## src/rtl/secant_sequencer.sv

```systemverilog
// secant_sequencer: drives one secant-solver current search.
// Each evaluation applies a candidate, settles, averages ADC samples, then checks convergence.
module secant_sequencer #(
    parameter int WIDTH    = 10,
    parameter int TOL      = 30,
    parameter int SETTLE   = 16,
    parameter int AVG_LOG2 = 2,
    parameter int MAX_ITER = 8
) (
    input  logic                            clk,
    input  logic                            rst,
    input  logic                            start,
    input  logic [WIDTH-1:0]                desired_q,
    input  logic                            adc_valid,
    input  logic [WIDTH-1:0]                adc_data,
    input  logic [WIDTH-1:0]                cand_i,
    input  logic                            cand_valid,
    output logic                            step,
    output logic [WIDTH-1:0]                q_avg,
    output logic [WIDTH-1:0]                i_ref,
    output logic                            busy,
    output logic                            done,
    output logic                            converged,
    output logic                            timeout,
    output logic [$clog2(MAX_ITER+1)-1:0]   iter
);
    localparam int SW = $clog2(SETTLE + 1);
    localparam int CW = AVG_LOG2 + 1;
    localparam int AW = WIDTH + AVG_LOG2;
    localparam int IW = $clog2(MAX_ITER + 1);

    typedef enum logic [2:0] {
        S_IDLE, S_APPLY, S_SETTLE, S_SAMPLE, S_CHECK, S_STEP, S_WAIT, S_DONE
    } state_t;

    state_t            state_q, state_d;
    logic [WIDTH-1:0]  tgt_q, tgt_d, i_ref_q, i_ref_d, q_avg_q, q_avg_d;
    logic [AW-1:0]     acc_q, acc_d, sum;
    logic [CW-1:0]     cnt_q, cnt_d;
    logic [SW-1:0]     settle_q, settle_d;
    logic [IW-1:0]     iter_q, iter_d;
    logic              conv_q, conv_d, tmo_q, tmo_d;
    logic signed [WIDTH:0] diff;
    logic [WIDTH:0]    err;
    logic              hit, last;

    assign sum  = acc_q + AW'(adc_data);
    // WIDTH+1-bit signed difference of two unsigned values cannot overflow
    assign diff = $signed({1'b0, q_avg_q}) - $signed({1'b0, tgt_q});
    assign err  = diff < 0 ? -diff : diff;
    assign hit  = err < (WIDTH + 1)'(TOL);
    assign last = iter_q == IW'(MAX_ITER - 1);

    always_ff @(posedge clk) begin
        if (rst) begin
            state_q  <= S_IDLE;
            tgt_q    <= '0;
            i_ref_q  <= '0;
            q_avg_q  <= '0;
            acc_q    <= '0;
            cnt_q    <= '0;
            settle_q <= '0;
            iter_q   <= '0;
            conv_q   <= 1'b0;
            tmo_q    <= 1'b0;
        end else begin
            state_q  <= state_d;
            tgt_q    <= tgt_d;
            i_ref_q  <= i_ref_d;
            q_avg_q  <= q_avg_d;
            acc_q    <= acc_d;
            cnt_q    <= cnt_d;
            settle_q <= settle_d;
            iter_q   <= iter_d;
            conv_q   <= conv_d;
            tmo_q    <= tmo_d;
        end
    end

    always_comb begin
        state_d  = state_q;
        tgt_d    = tgt_q;
        i_ref_d  = i_ref_q;
        q_avg_d  = q_avg_q;
        acc_d    = acc_q;
        cnt_d    = cnt_q;
        settle_d = settle_q;
        iter_d   = iter_q;
        conv_d   = conv_q;
        tmo_d    = tmo_q;
        case (state_q)
            S_IDLE: if (start) begin
                tgt_d   = desired_q;
                iter_d  = '0;
                conv_d  = 1'b0;
                tmo_d   = 1'b0;
                state_d = S_APPLY;
            end
            S_APPLY: begin
                i_ref_d  = cand_i;
                settle_d = SW'(SETTLE - 1);
                state_d  = S_SETTLE;
            end
            S_SETTLE: if (settle_q == '0) begin
                acc_d   = '0;
                cnt_d   = '0;
                state_d = S_SAMPLE;
            end else begin
                settle_d = settle_q - SW'(1);
            end
            S_SAMPLE: if (adc_valid) begin
                acc_d = sum;
                cnt_d = cnt_q + CW'(1);
                if (cnt_q == CW'((1 << AVG_LOG2) - 1)) begin
                    q_avg_d = WIDTH'(sum >> AVG_LOG2);
                    state_d = S_CHECK;
                end
            end
            S_CHECK: if (hit) begin
                conv_d  = 1'b1;
                state_d = S_DONE;
            end else if (last) begin
                tmo_d   = 1'b1;
                state_d = S_DONE;
            end else begin
                state_d = S_STEP;
            end
            S_STEP: begin
                iter_d  = iter_q + IW'(1);
                state_d = S_WAIT;
            end
            S_WAIT: state_d = cand_valid ? S_APPLY : S_WAIT;
            default: state_d = S_IDLE;
        endcase
    end

    always_comb begin
        busy      = state_q != S_IDLE;
        done      = state_q == S_DONE;
        step      = state_q == S_STEP;
        q_avg     = q_avg_q;
        i_ref     = i_ref_q;
        converged = conv_q;
        timeout   = tmo_q;
        iter      = iter_q;
    end
endmodule

```

## config.mk

```make
export PLATFORM = sky130hd
export DESIGN_NAME = secant_sequencer
export DESIGN_NICKNAME = d
export VERILOG_FILES = /design/src/rtl/secant_sequencer.sv
export SDC_FILE = /design/constraint.sdc
export NUM_CORES = 1
export LEC_CHECK = 0
export CAP_MARGIN = 10
export CORE_MARGIN = 2
export CORE_UTILIZATION = 53
export DETAILED_ROUTE_END_ITERATION = 16
export GPL_TIMING_DRIVEN = 0
export PLACE_DENSITY = 0.86
export SYNTH_ARGS = -nofsm -noshare
export SYNTH_HDL_FRONTEND = slang
export SYNTH_SLANG_ARGS = --single-unit
```

## constraint.sdc

```tcl
create_clock -name clk -period 3.6 [get_ports clk]
set_clock_uncertainty 0.2 [all_clocks]
set_input_delay 0.72 -clock clk [delete_from_list [all_inputs] [get_ports clk]]
set_output_delay 0.72 -clock clk [all_outputs]
set_load 0.05 [all_outputs]
```

After elaboration in Yosys (flattened, before gate mapping)

Index checks and enable logic that the tools add are counted.

Register bits: 59
Input port bits: 35

Magnitude comparators: 2
Multiplexer cells: 25
Reductions and logical operators: 15
Eq/ne operators: 17
Add/sub/neg operators: 6

Operators by type and width:

| operator                                                    | count |
|---|---|
| two-way mux 12 bit                                          | 2 |
| case mux 12 bit (2 select lines)                            | 1 |
| two-way mux 3 bit                                           | 7 |
| case mux 3 bit (7 select lines)                             | 1 |
| inequality test 2 bit, second input constant                | 8 |
| adder 12 x 10 -> 12 bit                                     | 1 |
| equality test 3 bit, second input constant                  | 4 |
| less-than comparator 11 x 1 -> 1 bit, second input constant | 1 |
| less-than comparator 11 x 5 -> 1 bit, second input constant | 1 |
| two-way mux 11 bit                                          | 1 |
| negator 11 bit                                              | 1 |
| subtractor 10 x 10 -> 11 bit                                | 1 |
| case mux 5 bit (2 select lines)                             | 1 |
| equality test 3 x 2 -> 1 bit, second input constant         | 3 |
| AND reduction 3 bit                                         | 3 |
| case mux 4 bit (2 select lines)                             | 1 |
| AND reduction 4 bit                                         | 2 |
| nonzero test 2 bit                                          | 4 |
| case mux 3 bit (2 select lines)                             | 1 |
| AND reduction 2 bit                                         | 3 |
| logical NOT 5 bit                                           | 1 |
| two-way mux 5 bit                                           | 1 |
| subtractor 5 x 1 -> 5 bit, second input constant            | 1 |
| adder 4 x 1 -> 4 bit, second input constant                 | 1 |
| 9 further kinds                                             | 14 |

Longest topological paths before layout

Word-level depth: 6
Mapped depth: 12

Least setup slack after synthesis

No wires, ideal clock.

Kind: flip-flop to flip-flop
Start point: reg q_avg_q[0] (netlist: q_avg[0])
End point: reg tmo_q (netlist: timeout)
Setup time: 116 ps
Arrival: 2,728 ps
Stages on the path, launching flop included: 13
Setup slack: 556 ps
Cells stage by stage: dfxtp_1 > inv_1 > ha_1 > inv_1 > fa_1 > a211oi_2 > o31ai_1 > a221oi_4 > o41ai_1 > xor2_1 > a221oi_2 > o211ai_2 > a31o_2

Cells in the longest elaborated chain, start to end: 6
Elaborated cells on any way between the ends: 7
Classes of those cells: 2 x add/sub; 2 x order compare; 1 x eq/ne; 1 x mux; 1 x reduce/logical

Ends and longest elaborated chain:

| item                                                                          | line | text |
|---|---|---|
| start, declared                                                               | 37   | `logic [WIDTH-1:0] tgt_q, tgt_d, i_ref_q, i_ref_d, q_avg_q, q_avg_d;` |
| start signal, assigned                                                        | 70   | `q_avg_q <= q_avg_d;` |
| subtractor 10 x 10 -> 11 bit (*)                                              | 49   | `assign diff = $signed({1'b0, q_avg_q}) - $signed({1'b0, tgt_q});` |
| negator 11 bit / less-than comparator 11 x 1 -> 1 bit (equally long branches) | 50   | `assign err = diff < 0 ? -diff : diff;` |
| two-way mux 11 bit (*)                                                        | 50   |  |
| less-than comparator 11 x 5 -> 1 bit (*)                                      | 51   | `assign hit = err < (WIDTH + 1)'(TOL);` |
| inequality test 2 bit (no line) (*)                                           | --   |  |
| AND reduction 4 bit (no line) (*)                                             | --   |  |
| end signal, assigned                                                          | 76   | `tmo_q <= tmo_d;` |
| end, declared                                                                 | 42   | `logic conv_q, conv_d, tmo_q, tmo_d;` |

Mark *: on every way between the ends. The rest lies on a longest branch, timed or not.
A chain may end at the register's enable or synchronous reset.

Final worst setup path

Start point: reg state_q[0]
End point: out step

Cells in the longest elaborated chain, start to end: 1

Ends and longest elaborated chain:

| item                   | line | text |
|---|---|---|
| start, declared        | 36   | `state_t state_q, state_d;` |
| start signal, assigned | 67   | `state_q <= state_d;` |
| equality test 3 bit    | 140  | `step = state_q == S_STEP;` |
| end, declared          | 18   | `output logic step,` |

Every way passes these cells.

==> summary.md <==
| Metric | Value |
|---|---|
| Ant diodes | `0` |
| Status | `complete, no violations` |
| First-pass DRT Iterations | `4` |
| CTS clock-pin slew for the worst setup and hold paths | `~0.06 ns` |
| Area added between synthesis and finish | `26.03%` |
| Comb pwr share | `46.2%` |
| R2R Path End | `timeout` |
| Finished Layout Cells | `roughly 600` |
| Synth warnings | `0` |
| Cell Int Power | `1.565 mW` |
| Final Cycle Share | `around nine tenths` |
| Worst min-delay path class | `reg2reg` |
| Vias | `3378` |
| Worst-margin pin slew | `a little over 1 ns` |
| Met1 GRT Util | `between 20% and 30%` |
| Final min period | `3.289 ns` |
| Cell Area, Placed | `4217 um2` |
| Antenna violations before repair | `0` |
| RSZ-0062 raised after global routing | `false` |
| GRT Total Usage | `24.37%` |
| First-pass GRT wire length | `14130 um` |
| Post-synthesis sequential area ratio | `33.75%` |
| Synthesized area | `3500 um2` |
| GR peak layer | `met2` |
| Largest net degree at the start of global routing | `11` |
| Cts hold-fix bufs | `0` |
| Relative slew slack | `30.41%` |
| Area of the multi-input gates | `2142 um2` |
| Worst-path fanout max | `10` |
| Hold Path End | `tgt_q[7]` |
| Fmax | `~0.3 GHz` |
| Total CTS buffers | `9` |
| Post-Syn Area per Cell | `7.777 um2` |
| Final cell area excluding filler cells | `4410 um2` |
| Critical Path Source Type | `flop` |
| Worst-Skew Late Latency | `0.34 ns` |
| Max-slew violations | `0` |
| Share of cells above drive strength 1 | `5.313%` |
| Worst path required time | `roughly 2.7 ns` |
| Post-DRT Antenna Nets | `0` |
| Unique masters post-synth | `56` |
| IO Port Bufs | `62` |
| Critical path data arrival time | `2.37 ns` |
| Post-Route WL | `slightly below 9000 um` |
| Met2 Usage GRT | `approximately two fifths` |
| Grt ovf | `0` |
| Die X | `around 85 um` |
| CTS sink cnt | `59` |
| Switch share | `between 40 and 50%` |
| Vias per cell | `5.593` |
| Drt first-iter violations | `206` |
| Ys async rst share | `0%` |
| Post-CTS resize count | `0` |
| Max-cap violation count | `0` |
| Setup violations, final | `0` |
| Syn Inst Count | `450` |
| Die area | `about 7300 um2` |
| Detailed Place HPWL | `about 6700 um` |
| Nets | `around 600` |
| PD cells | `594.9 nW/um2` |
| EDFF count, synth | `0` |
| Routability cong. | `0.8567` |
| Reg2reg setup slack | `0.45 ns` |
| Critical path class | `reg2out` |
| Hold Startpoint | `tgt_q[7]` |
| Ys flop type | `dfxtp_1` |
| Vias in the first global route | `approximately 3200` |
| Seq pwr share | `30.9%` |
| Setup TNS | `0 ns` |
| Root Buffer | `clkbuf_8` |
| Yosys reg bits | `59` |
| Reg area | `1181 um2` |
| Layout fillers | `521` |
| DRC viols | `0` |
| Setup bufs post-CTS | `0` |
| Row Count | `29` |
| Worst hold stages | `2` |
| Net Count, Synth | `513` |
| Net load switching power | `1.059 mW` |
| Placed cells | `589` |
| Slowest stage cell, crit path | `clkdlybuf4s50_1` |
| Max Root-Sink Buffers | `2` |
| CP cell instances | `clkbuf_1, nor2b_1, nand2_1, inv_1, clkdlybuf4s50_1` |
| CP max stage delay | `slightly above 0.8 ns` |
| Ports | `64` |
| Met3 Use GR | `5.545%` |
| Chip height | `85.26 um` |
| Worst IR Drop VDD | `0.4916 mV` |
| CTS tree | `built` |
| Final Hold Viols | `0` |
| Worst Reg2Reg Path Length in Cells | `12` |
| CP endpoint kind | `primary output` |
| Initial Util | `54.80%` |
| Core area | `between 6000 and 7000 um2` |
| Static Leak | `approximately 1.7 nW` |
| Wire length per cell | `roughly 15 um` |
| Clock H-tree levels | `3` |
| Clk pwr share | `22.9%` |
| RR Startpoint | `q_avg[0]` |
[sequential cells by signal, indices dropped and copies added, names as in the netlist]
name / count
i_ref: 10
iter: 4
q_avg: 10
converged: 1
tgt_q: 10
state_q: 3
settle_q: 5
cnt_q: 3
timeout: 1
acc_q: 12
[synth_stat cells, types with 3 or more instances]
master / n / area share [%]
a211oi_1: 5 / 1.1
a21o_1: 4 / 0.86
a21oi_1: 57 / 8.2
a22oi_1: 10 / 2.1
a31oi_1: 4 / 0.71
and2_1: 3 / 0.54
clkbuf_1: 16 / 1.7
dfxtp_1: 59 / 34
ha_1: 26 / 9.3
inv_1: 31 / 3.3
nand2_1: 79 / 8.5
nand2b_1: 3 / 0.54
nand3_1: 9 / 1.3
nor2_1: 42 / 4.5
nor2b_1: 3 / 0.54
nor3_1: 10 / 1.4
nor4_1: 4 / 0.71
o21ai_0: 10 / 1.4
o21bai_1: 3 / 0.64
o31ai_1: 3 / 0.64
o41ai_1: 3 / 0.75
or2_2: 3 / 0.54
or3_1: 3 / 0.54
xnor2_1: 15 / 3.8
xor2_1: 5 / 1.3
[worst max-delay path: cells and delay by family, from the launching register on]
kind	cells	cell delay (ns)
simple gates	2	0.40
flops	1	0.37
buf+inv	3	1.27
[metal layers]
| layer | wire length, um | up-vias |
|---|---|---|
| li1 | - | 1715 |
| met1 | 3722 | 1565 |
| met2 | 4399 | 78 |
| met3 | 432 | 20 |
| met4 | 234 | 0 |
| met5 | 0 | - |
[cells by family after synthesis]
group	synth area share, %
AOI/OAI and AO/OA	22.70
xor gates and xnor gates	5.470
and+or+nand+nor	21.70
buffers and inverters	5.041
muxes	0.8938
adders and majority gates	10.44
DFF	33.75
[placed cells by master, fill, tap and decap left out, types with 3 or more instances in the layout]
| cell | Yosys | layout |
|---|---|---|
| ha_1 | 26 | 26 |
| o21ai_0 | 10 | 10 |
| clkbuf_8 | 0 | 11 |
| nand2b_1 | 3 | 3 |
| and2_1 | 3 | 3 |
| a21oi_1 | 57 | 57 |
| nand3_1 | 9 | 9 |
| dfxtp_1 | 59 | 59 |
| nor2_1 | 42 | 42 |
| a31oi_1 | 4 | 4 |
| nor2b_1 | 3 | 3 |
| o31ai_1 | 3 | 3 |
| nor4_1 | 4 | 4 |
| xor2_1 | 5 | 5 |
| a211oi_1 | 5 | 5 |
| or3_1 | 3 | 3 |
| o41ai_1 | 3 | 3 |
| or2_2 | 3 | 3 |
| clkdlybuf4s50_1 | 0 | 62 |
| nor3_1 | 10 | 10 |
| a22oi_1 | 10 | 10 |
| clkbuf_1 | 16 | 18 |
| xnor2_1 | 15 | 15 |
| a21o_1 | 4 | 4 |
| o21bai_1 | 3 | 3 |
| inv_1 | 31 | 31 |
| nand2_1 | 79 | 79 |
[worst max path at each step]
stage / from / endpoint / slack, ns
5_1_grt: state_q[0] / step / 0.16
6_report: state_q[0] / step / 0.31
3_3_place_gp: adc_data[0] / q_avg[8] / 0.24
4_1_cts: state_q[0] / step / 0.30
2_1_floorplan: q_avg[0] / timeout / 0.56
3_5_place_dp: adc_data[0] / q_avg[8] / 0.21
[per-stage QoR]
stage | worst slack [ns] | utilization [%] | power (mW) | hold WS [ns]
floorplan | 0.5555 | - | 1.715 | 0.2363
global placement | 0.2361 | 66.03 | 1.956 | 0.2424
detailed placement | 0.2141 | 66.03 | 2.010 | 0.2478
CTS | 0.3017 | 69.06 | 2.618 | 0.2546
global route | 0.1625 | 69.06 | 2.781 | 0.2703
finish | 0.3112 | 69.06 | 2.624 | 0.2547
[final cells by class]
| class | count | area share, % |
|---|---|---|
| multi-input combinational | 344 | 48.57 |
| sequential | 59 | 26.78 |
| timing repair buffer | 62 | 14.07 |
| clock buffer | 13 | 3.603 |
| inverter | 31 | 2.638 |
| tap | 77 | 2.184 |
| buffer | 16 | 1.362 |
| clock inverter | 2 | 0.7943 |
[power by group through the flow]
stage               combinational [mW]  clock (mW)  sequential, mW
floorplan                        0.822           0           0.893
global placement                  1.14           0           0.813
detailed placement                1.19           0           0.818
CTS                               1.21       0.605           0.807
global route                      1.33       0.629           0.820
finish                            1.21       0.600           0.810
(Power assumes the default switching activity.)
